### config.mk
export PLATFORM = sky130hd
export DESIGN_NAME = pixel_unpacker
export DESIGN_NICKNAME = d
export VERILOG_FILES = /design/src/rtl/pixel_unpacker.sv
export SDC_FILE = /design/constraint.sdc
export NUM_CORES = 1
export LEC_CHECK = 0
export ABC_CLOCK_PERIOD_IN_PS = 2100
export CORE_ASPECT_RATIO = 0.75
export CORE_MARGIN = 8
export CORE_UTILIZATION = 45
export DETAILED_ROUTE_END_ITERATION = 10
export GPL_TIMING_DRIVEN = 0
export HOLD_SLACK_MARGIN = 0.03
export PLACE_DENSITY = 0.81
export SYNTH_ARGS = -nofsm -noshare
export SYNTH_HDL_FRONTEND = slang
export SYNTH_SLANG_ARGS = --single-unit
### constraint.sdc
create_clock -name clk -period 2.1 [get_ports clk]
set_input_delay 0.63 -clock clk [delete_from_list [all_inputs] [get_ports clk]]
set_output_delay 0.63 -clock clk [all_outputs]
set_load 0.05 [all_outputs]
### src/rtl/pixel_unpacker.sv
`default_nettype none
// ============================================================================
// Module      : pixel_unpacker
// Description : Streams NPIX packed pixels per input word out one per cycle,
//               pixel 0 (MSBs) first, with valid/ready on both sides.
// Revision    : 1.0 - initial release
// ============================================================================
module pixel_unpacker #(
    parameter int PIX_W = 8,
    parameter int NPIX  = 4
) (
    input  logic                  clk,
    input  logic                  n_rst,
    input  logic [PIX_W*NPIX-1:0] in_data,
    input  logic                  in_valid,
    input  logic                  in_last,
    output logic                  in_ready,
    output logic [PIX_W-1:0]      out_pix,
    output logic                  out_valid,
    output logic                  out_last,
    input  logic                  out_ready,
    output logic [15:0]           pix_count
);

    localparam int c_WORD_W = PIX_W * NPIX;
    localparam int c_IDX_W  = $clog2(NPIX);
    localparam logic [c_IDX_W-1:0] c_IDX_LAST = c_IDX_W'(NPIX - 1);

    localparam logic [0:0] c_EMPTY = 1'b0;
    localparam logic [0:0] c_HOLD  = 1'b1;

    logic [c_WORD_W-1:0] r_word;
    logic [c_IDX_W-1:0]  r_idx;
    logic                r_last;
    logic [0:0]          r_state;
    logic [15:0]         r_pix_count;

    logic                w_hold;
    logic                w_idx_last;
    logic                w_in_fire;
    logic                w_out_fire;
    logic [PIX_W-1:0]    w_pix [NPIX];

    genvar gi;
    generate
        for (gi = 0; gi < NPIX; gi = gi + 1) begin : g_slice
            assign w_pix[gi] = r_word[c_WORD_W-1-PIX_W*gi -: PIX_W];
        end
    endgenerate

    assign w_hold     = (r_state == c_HOLD);
    assign w_idx_last = (r_idx == c_IDX_LAST);

    // Ready is combinational from out_ready so the next word can load on the
    // same edge the final pixel leaves, giving bubble-free word transitions.
    assign in_ready   = !w_hold || (out_ready && w_idx_last);
    assign w_in_fire  = in_valid && in_ready;
    assign w_out_fire = w_hold && out_ready;

    assign out_valid  = w_hold;
    assign out_pix    = w_pix[r_idx];
    assign out_last   = r_last && w_idx_last && w_hold;
    assign pix_count  = r_pix_count;

    always_ff @(posedge clk) begin
        if (!n_rst) begin
            r_state     <= c_EMPTY;
            r_word      <= '0;
            r_idx       <= '0;
            r_last      <= 1'b0;
            r_pix_count <= '0;
        end else begin
            if (!w_hold) begin
                if (w_in_fire) begin
                    r_word  <= in_data;
                    r_last  <= in_last;
                    r_idx   <= '0;
                    r_state <= c_HOLD;
                end
            end else if (w_out_fire) begin
                if (!w_idx_last) begin
                    r_idx <= r_idx + 1'b1;
                end else if (w_in_fire) begin
                    r_word <= in_data;
                    r_last <= in_last;
                    r_idx  <= '0;
                end else begin
                    r_state <= c_EMPTY;
                end
            end

            if (w_out_fire) begin
                r_pix_count <= out_last ? 16'd0 : r_pix_count + 16'd1;
            end
        end
    end

endmodule
`default_nettype wire

==> results.toml, run 1 <==
[synthesis]
ys_ff_latch = 52
synth.avg_cell_area_sq_um = 8.97
netlist_area_sq_mm = 0.00230
synth_xor_area_frac = 0.0381
synth_edf_count = 0
synth_compound_gate_area_share = 0.154
synth_top_family_by_area = "simple AND/OR/NAND/NOR gates"
yosysSeqAreaShare = 0.453
synthArstFlopShare = 0
synth_cells = 256
yosysMostFrequentCell = "nand2_1"
ys_warn_count = 0
yosys_most_used_dff = "dfxtp_1"
synth_common_cells = "nand2_1, dfxtp_1, a21boi_0"
syn-num-nets = 295
yosys.area.top_type_share = 0.453
yosys-mux-area-fraction = 0.0828
yosys.area.top_type = "dfxtp_1"
synth_fa_ha_area_frac = 0.0109
ys_types = 38
synthSimpleGateAreaFrac = 0.225
yosys-top-cells-area = "dfxtp_1, nand2_1, a21boi_0, mux4_2, xor2_1"

[clocking]
cts_inserted_buffers = 5
cts-hold-fix-buffers = 0
insertion_delay_ns = 0.30
cts_tree = "built"
cts.sinks = 52
clk_path_buf_depth = 2
clkTransAtPathRegs_ns = 0.09
cts_root_buffer = "clkbuf_8"
cts_max_level = 2

[global_routing]
grt_max_degree = 16
globalRouteMet3Util = 0.0410
antenna_found_initial = 0
grtUsageMet2 = 0.267
grt_usage = 0.163
grt_pass1_wl_um = 10300
grt_pass1_vias = 2076
use_met1 = 0.207
grt-ovfl-total = 0
busiest_layer = "met2"

[run_status]
status = "finished with violations"
violations = "negative setup slack"

[routing]
drc = 0
wl_per_cell_um = 15.3
vias = 2004
dr.pass1.iters = 4
vias_per_cell = 5.15
routed_wl_um = 5960
drtIter0Drc = 70
drtAntennaViolNets = 0

[power_and_ir_drop]
power.leakage_nw = 1.23
ir_worst_vdd_uv = 302
total_power_mw = 2.02
p_per_area_mw_per_mm2 = 645

[place]
place_ws_ns = -0.786
gp_congestion = 0.778
dpl.hpwl_um = 4460
port_buffers = 63

[final_layout]
fin_nets = 367
utilization = 0.637
multi_input_area_sq_mm = 0.00118
regArea_sq_mm = 0.00104
antennaDiodeCount = 0
fillers = 427
areaGrowthSynthToFinish_pct = 36.0
drive_gt1_frac = 0.137

[sta]
hold_viol_final = 0
worstMarginPinSlew_ns = 0.518
final.period_utilization = 1.03
clock_skew_ns = 0.00756
max_clock_freq_ghz = 0.464
setup_viol = 8
period_needed_ns = 2.15
slew_headroom = 0.655
fin_ws_ns = -0.0537
rsz0062_at_grt = "true"
finalMaxSlewViolations = 0

[die]
fp.coreArea_sq_mm = 0.00490
placement_rows = 22
die_area_sq_mm = 0.00767
initial_core_util = 0.469
die_h_um = 77.9
pin_count = 64
dieWidth_um = 98.5

[setup_path]
worstSetupStartpoint = "r_idx[1]"
cp-endpoint = "out_pix[1]"
critPathKind = "reg2out"
r2r_end = "r_word[10]"
cp-start-kind = "flip-flop"
reg2reg_from = "r_idx[1]"
arrival_ns = 1.52
cp_max_fo = 5
r2r_slack_ns = 0.21
crit_required_ns = 1.47
reg2reg_depth = 6
end_kind = "primary output"

[worst_hold_path]
worstHoldPathType = "reg2reg"

[flow_run]
maxCapViolations = 0
-- state kept, by name, indices dropped and copies added, names as in the netlist --
name       count
r_word        32
pix_count     16
r_idx          2
out_valid      1
r_last         1
-- layout by cell type, fill, tap and decap left out, types with 4 or more instances in the layout --
cell,n
a21boi_0,34
xor2_1,8
dlygate4sd2_1,18
nor2_1,10
clkbuf_8,5
clkdlybuf4s50_1,35
nand2_1,76
mux4_2,8
nand3_1,4
a21oi_1,5
nand4_1,4
buf_6,11
o21ai_0,4
clkbuf_1,11
dfxtp_1,51
-- worst min path at each step --
stage                    start          to  slack (ns)  cells past startpoint
floorplan           r_word[18]  r_word[18]        0.44                      2
global placement    r_word[10]  r_word[10]        0.45                      2
detailed placement   r_word[9]   r_word[9]        0.46                      2
CTS                  r_word[9]   r_word[9]        0.47                      2
global route        r_word[31]  r_word[31]        0.50                      2
finish               r_word[9]   r_word[9]        0.47                      2
-- cells by family (layout without fill, tap and decap cells) --
| logic type | Yosys count | count (layout) |
|---|---|---|
| DFF | 52 | 52 |
| muxes | 9 | 9 |
| and+or+nand+nor | 114 | 114 |
| xor gates and xnor gates | 10 | 10 |
| buffers and inverters | 19 | 92 |
| AOI/OAI and AO/OA | 50 | 50 |
| adders and majority gates | 2 | 2 |
-- timing repair --
item / 4_1_cts / 5_1_grt
setup buffers: 0 / 1
resized for setup: 92 / 6
setup endpoints to repair: 67 / 30
gates cloned: 1 / 0
-- critical path: stages, from the launching register on --
cell     delay [ns]
dfxtp_2        0.37
buf_6          0.15
mux4_2         0.53
buf_6          0.17
-- per-stage QoR --
stage | hold slack (ns) | setup TNS, ns | cells | instance area (sq um)
after floorplan | 0.440 | 0 | 256 | 2300
after global placement | 0.448 | -21.28 | 379 | 3000
after detailed placement | 0.457 | -22.49 | 379 | 3000
after CTS | 0.472 | -0.356 | 388 | 3110
after global routing | 0.499 | -0.572 | 389 | 3120
final | 0.468 | -0.227 | 389 | 3120
-- power by group --
group / leakage [nW] / total [mW] / internal (mW) / switching, mW
Clock: 0.0552 / 0.671 / 0.354 / 0.317
Combinational: 0.750 / 0.295 / 0.140 / 0.155
Sequential: 0.425 / 1.05 / 1.03 / 0.0238
-- layout make-up --
cell class,instances,area share
multi-input cells,185,0.377
flip-flops and latches,52,0.334
repair buffers,65,0.202
plain buffers,17,0.0272
well taps,60,0.0240
clock buffers,6,0.0232
clock inverters,2,0.0112
inverters,2,0.00240
-- layer usage --
| layer | routed length, um | part of all wire | vias up |
|---|---|---|---|
| li1 | - | - | 1021 |
| met3 | 321 | 0.054 | 4 |
| met5 | 0 | 0 | - |
| met1 | 2750 | 0.46 | 938 |
| met4 | 63 | 0.011 | 0 |
| met2 | 2830 | 0.47 | 41 |
No activity file was read; power rests on OpenSTA's default activity.
==> run 2: changes to the inputs <==
RECOVER_POWER = 100   (was default)
==> results.toml, run 2 (synthesis gave the netlist of run 1 again) <==
[run_status]
status = "finished with violations"
violations = "negative setup slack"

[sta]
slew_headroom = 0.657
final.period_utilization = 1.03
worstMarginPinSlew_ns = 0.515
worst_hold_slack_ns = 0.468
finalMaxSlewViolations = 0
max_clock_freq_ghz = 0.464
fin_ws_ns = -0.0575
setup_viol = 8
hold_viol_final = 0
rsz0062_at_grt = "true"
clock_skew_ns = 0.00822
period_needed_ns = 2.16

[clocking]
insertion_delay_ns = 0.30
cts_max_level = 2
cts_tree = "built"
cts_inserted_buffers = 5
cts_root_buffer = "clkbuf_8"
clk_path_buf_depth = 2
cts.sinks = 52
clkTransAtPathRegs_ns = 0.10

[final_layout]
final_cell_mix = "nand2_1, dfxtp_1, a21boi_0, clkdlybuf4s50_1, dlygate4sd2_1"
fin_nets = 367
largest_reg_flops = 32
antennaDiodeCount = 0
fillers = 425
stdcell_area_sq_mm = 0.00311
final_common_cell = "nand2_1"
top_register = "r_word"
instances_no_fill = 389
regArea_sq_mm = 0.00104
multi_input_area_sq_mm = 0.00117
drive_gt1_frac = 0.125
areaGrowthSynthToFinish_pct = 35.3
utilization = 0.634

[routing]
wl_met1_um = 2710
top_layer = "met4"
vias_per_cell = 5.18
wl_met3_um = 372
vias = 2015
drc = 0
wl_per_cell_um = 15.4
drtAntennaViolNets = 0
drtIter0Drc = 49
dr.pass1.iters = 4
wl_met2_um = 2830
routed_wl_um = 5970

[die]
initial_core_util = 0.469
pin_count = 64
die_area_sq_mm = 0.00767
die_h_um = 77.9
dieWidth_um = 98.5
placement_rows = 22
fp.coreArea_sq_mm = 0.00490

[setup_path]
crit_required_ns = 1.47
cp_max_fo = 5
arrival_ns = 1.53
end_kind = "primary output"
critPathKind = "reg2out"
cp-start-kind = "flip-flop"

[global_routing]
grt_pass1_vias = 2076
grt-ovfl-total = 0
grt_max_degree = 16
grt_pass1_wl_um = 10300
grt_usage = 0.163
antenna_found_initial = 0

[power_and_ir_drop]
ir_worst_vdd_uv = 304
p_per_area_mw_per_mm2 = 649
power.leakage_nw = 1.22

[place]
port_buffers = 63
dp_cells = 379
place_area_sq_mm = 0.00300
dpl.hpwl_um = 4460
gp_congestion = 0.778
place_ws_ns = -0.786

[worst_hold_path]
worstHoldPathType = "reg2reg"

[flow_run]
maxCapViolations = 0
## run 2: worst paths after layout
path,slack (ns),cells past startpoint,end,startpoint
max reg2reg,0.18,7,r_word[10],r_idx[1]
max,-0.06,3,out_pix[1],r_idx[1]
min,0.47,2,r_word[9],r_word[9]
min reg2reg,0.47,2,r_word[9],r_word[9]
## run 2: layer usage
metal  up-vias  GRT usage
met4         0     0.0519
met2        47      0.267
met5         -          0
met3         4     0.0410
met1       948      0.207
li1       1016          -
## run 2: report_power, final
group | switching, mW | leakage (nW) | total [mW] | internal (mW)
combinational | 0.155 | 0.744 | 0.294 | 0.139
sequential | 0.0236 | 0.425 | 1.05 | 1.03
clock | 0.320 | 0.0552 | 0.674 | 0.354
## run 2: cell type report
class	instances	share of cell area
multi-input combinational	185	0.376
clock inverter	2	0.0113
tap	60	0.0242
clock buffer	6	0.0234
timing repair buffer	65	0.203
sequential	52	0.335
buffer	17	0.0250
inverter	2	0.00242
## run 2: critical path, stage by stage (launching register included)
cell and delay, ns:
dfxtp_2 0.37, buf_6 0.15, mux4_2 0.53, buf_6 0.17
## run 2: what timing repair did
action                     in CTS  in global routing
gates cloned                    1                  0
pin swaps                       0                  0
setup endpoints to repair      67                 30
hold buffers                    0                  0
resized for setup              92                  6
buffers inserted                0                  1
## run 2: metrics by stage
step,TNS [ns],power [mW]
after global placement,-21.28,1.36
final,-0.260,2.02
after global routing,-0.866,2.11
after floorplan,0,1.22
after detailed placement,-22.49,1.36
after CTS,-0.356,2.03
==> run 3: changes to the inputs <==
RECOVER_POWER = 50   (was 100)
==> results.toml, run 3 (synthesis gave the netlist of run 1 again) <==
[run_status]
status = "finished with violations"
violations = "negative setup slack"

[die]
pin_count = 64
die_area_sq_mm = 0.00767
fp.coreArea_sq_mm = 0.00490
dieWidth_um = 98.5
placement_rows = 22
die_h_um = 77.9
initial_core_util = 0.469

[setup_path]
cp_max_fo = 5
end_kind = "primary output"
path_common_cell = "buf_6"
crit_required_ns = 1.47
slowest_stage = "mux4_2"
cp-endpoint = "out_pix[1]"
reg2reg_from = "r_idx[1]"
cp-start-kind = "flip-flop"
path_buf_inv = 2
crit_path_cell_trace = "buf_6, mux4_2, buf_6"
cp_top_family = "multiplexers"
cp.depth = 3
r2r_slack_ns = 0.19
critPathKind = "reg2out"
critical-path-max-stage-delay_ns = 0.53
reg2reg_depth = 7
worstSetupStartpoint = "r_idx[1]"
r2r_end = "r_word[10]"
arrival_ns = 1.53

[power_and_ir_drop]
p_seq_frac = 0.520
p_sw_mw = 0.499
p_per_area_mw_per_mm2 = 648
p_comb_frac = 0.146
ir_worst_vdd_uv = 304
total_power_mw = 2.02
p_sw_frac = 0.247
power.leakage_nw = 1.23
internal_power_mw = 1.52
p_clk_frac = 0.334

[flow_run]
maxCapViolations = 0

[clocking]
cts-hold-fix-buffers = 0
clk_path_buf_depth = 2
cts_tree = "built"
insertion_delay_ns = 0.30
cts_inserted_buffers = 5
cts_max_level = 2
clkTransAtPathRegs_ns = 0.10
cts.sinks = 52
cts_root_buffer = "clkbuf_8"

[worst_hold_path]
worstHoldPathType = "reg2reg"
holdPathStages = 2

[place]
dp_cells = 379
place_ws_ns = -0.786
port_buffers = 63
gp_congestion = 0.778
dpl.hpwl_um = 4460

[sta]
setup_viol = 8
rsz0062_at_grt = "true"
worstMarginPinSlew_ns = 0.515
clock_skew_ns = 0.00869
slew_headroom = 0.657
period_needed_ns = 2.16
finalSetupTns_ns = -0.257
hold_viol_final = 0
final.period_utilization = 1.03
finalMaxSlewViolations = 0
fin_ws_ns = -0.0570
max_clock_freq_ghz = 0.464

[global_routing]
grt_usage = 0.163
antenna_found_initial = 0
grt_max_degree = 16
grt_pass1_vias = 2076
grt-ovfl-total = 0
grt_pass1_wl_um = 10300

[final_layout]
top_register = "r_word"
antennaDiodeCount = 0
fin_nets = 367
utilization = 0.635
instances_no_fill = 389
final_common_cell = "nand2_1"
final_cell_mix = "nand2_1, dfxtp_1, a21boi_0, clkdlybuf4s50_1, dlygate4sd2_1"
largest_reg_flops = 32
fillers = 425
drive_gt1_frac = 0.128
areaGrowthSynthToFinish_pct = 35.5

[routing]
dr.pass1.iters = 4
drtIter0Drc = 50
wl_per_cell_um = 15.3
vias = 2015
drc = 0
drtAntennaViolNets = 0
vias_per_cell = 5.18
routed_wl_um = 5970
[run 3: repair_timing]
item	CTS	global route
buffers inserted	0	1
gates cloned	1	0
gates resized for setup	92	6
setup endpoints to repair	67	30
[run 3: layout make-up]
cell class	instances	area, sq um	share of cell area
well taps	60	75.1	0.0241
plain buffers	17	77.6	0.0249
inverters	2	7.51	0.00241
flip-flops and latches	52	1040	0.335
clock inverters	2	35.0	0.0113
multi-input cells	185	1170	0.377
repair buffers	65	629	0.202
clock buffers	6	72.6	0.0233
[run 3: through the flow]
| step | cell area (sq um) | hold WS (ns) |
|---|---|---|
| after floorplan | 2300 | 0.440 |
| after global placement | 3000 | 0.448 |
| after detailed placement | 3000 | 0.457 |
| after CTS | 3110 | 0.472 |
| after global routing | 3110 | 0.499 |
| final | 3110 | 0.468 |
[run 3: how the worst min path moves through the flow]
| stage | end | slack, ns | from |
|---|---|---|---|
| 2_1_floorplan | r_word[18] | 0.44 | r_word[18] |
| 3_3_place_gp | r_word[10] | 0.45 | r_word[10] |
| 3_5_place_dp | r_word[9] | 0.46 | r_word[9] |
| 4_1_cts | r_word[9] | 0.47 | r_word[9] |
| 5_1_grt | r_word[31] | 0.50 | r_word[31] |
| 6_report | r_word[9] | 0.47 | r_word[9] |
[run 3: per-layer routing]
metal | vias up | wire length [um] | track usage
met2 | 45 | 2830 | 0.267
met4 | 0 | 63 | 0.0519
met3 | 4 | 369 | 0.0410
li1 | 1017 | - | -
met5 | - | 0 | 0
met1 | 949 | 2700 | 0.207
[run 3: power groups by stage]
stage	clock, mW	combinational (mW)	sequential, mW
2_1_floorplan	0	0.150	1.07
3_3_place_gp	0	0.287	1.07
3_5_place_dp	0	0.290	1.07
4_1_cts	0.684	0.295	1.05
5_1_grt	0.731	0.319	1.06
6_report	0.674	0.294	1.05
[run 3: tightest hold or removal path, cell delays in order, from the launching register on]
cell      delay [ns]
dfxtp_1         0.32
nand2_1         0.05
a21boi_0        0.06
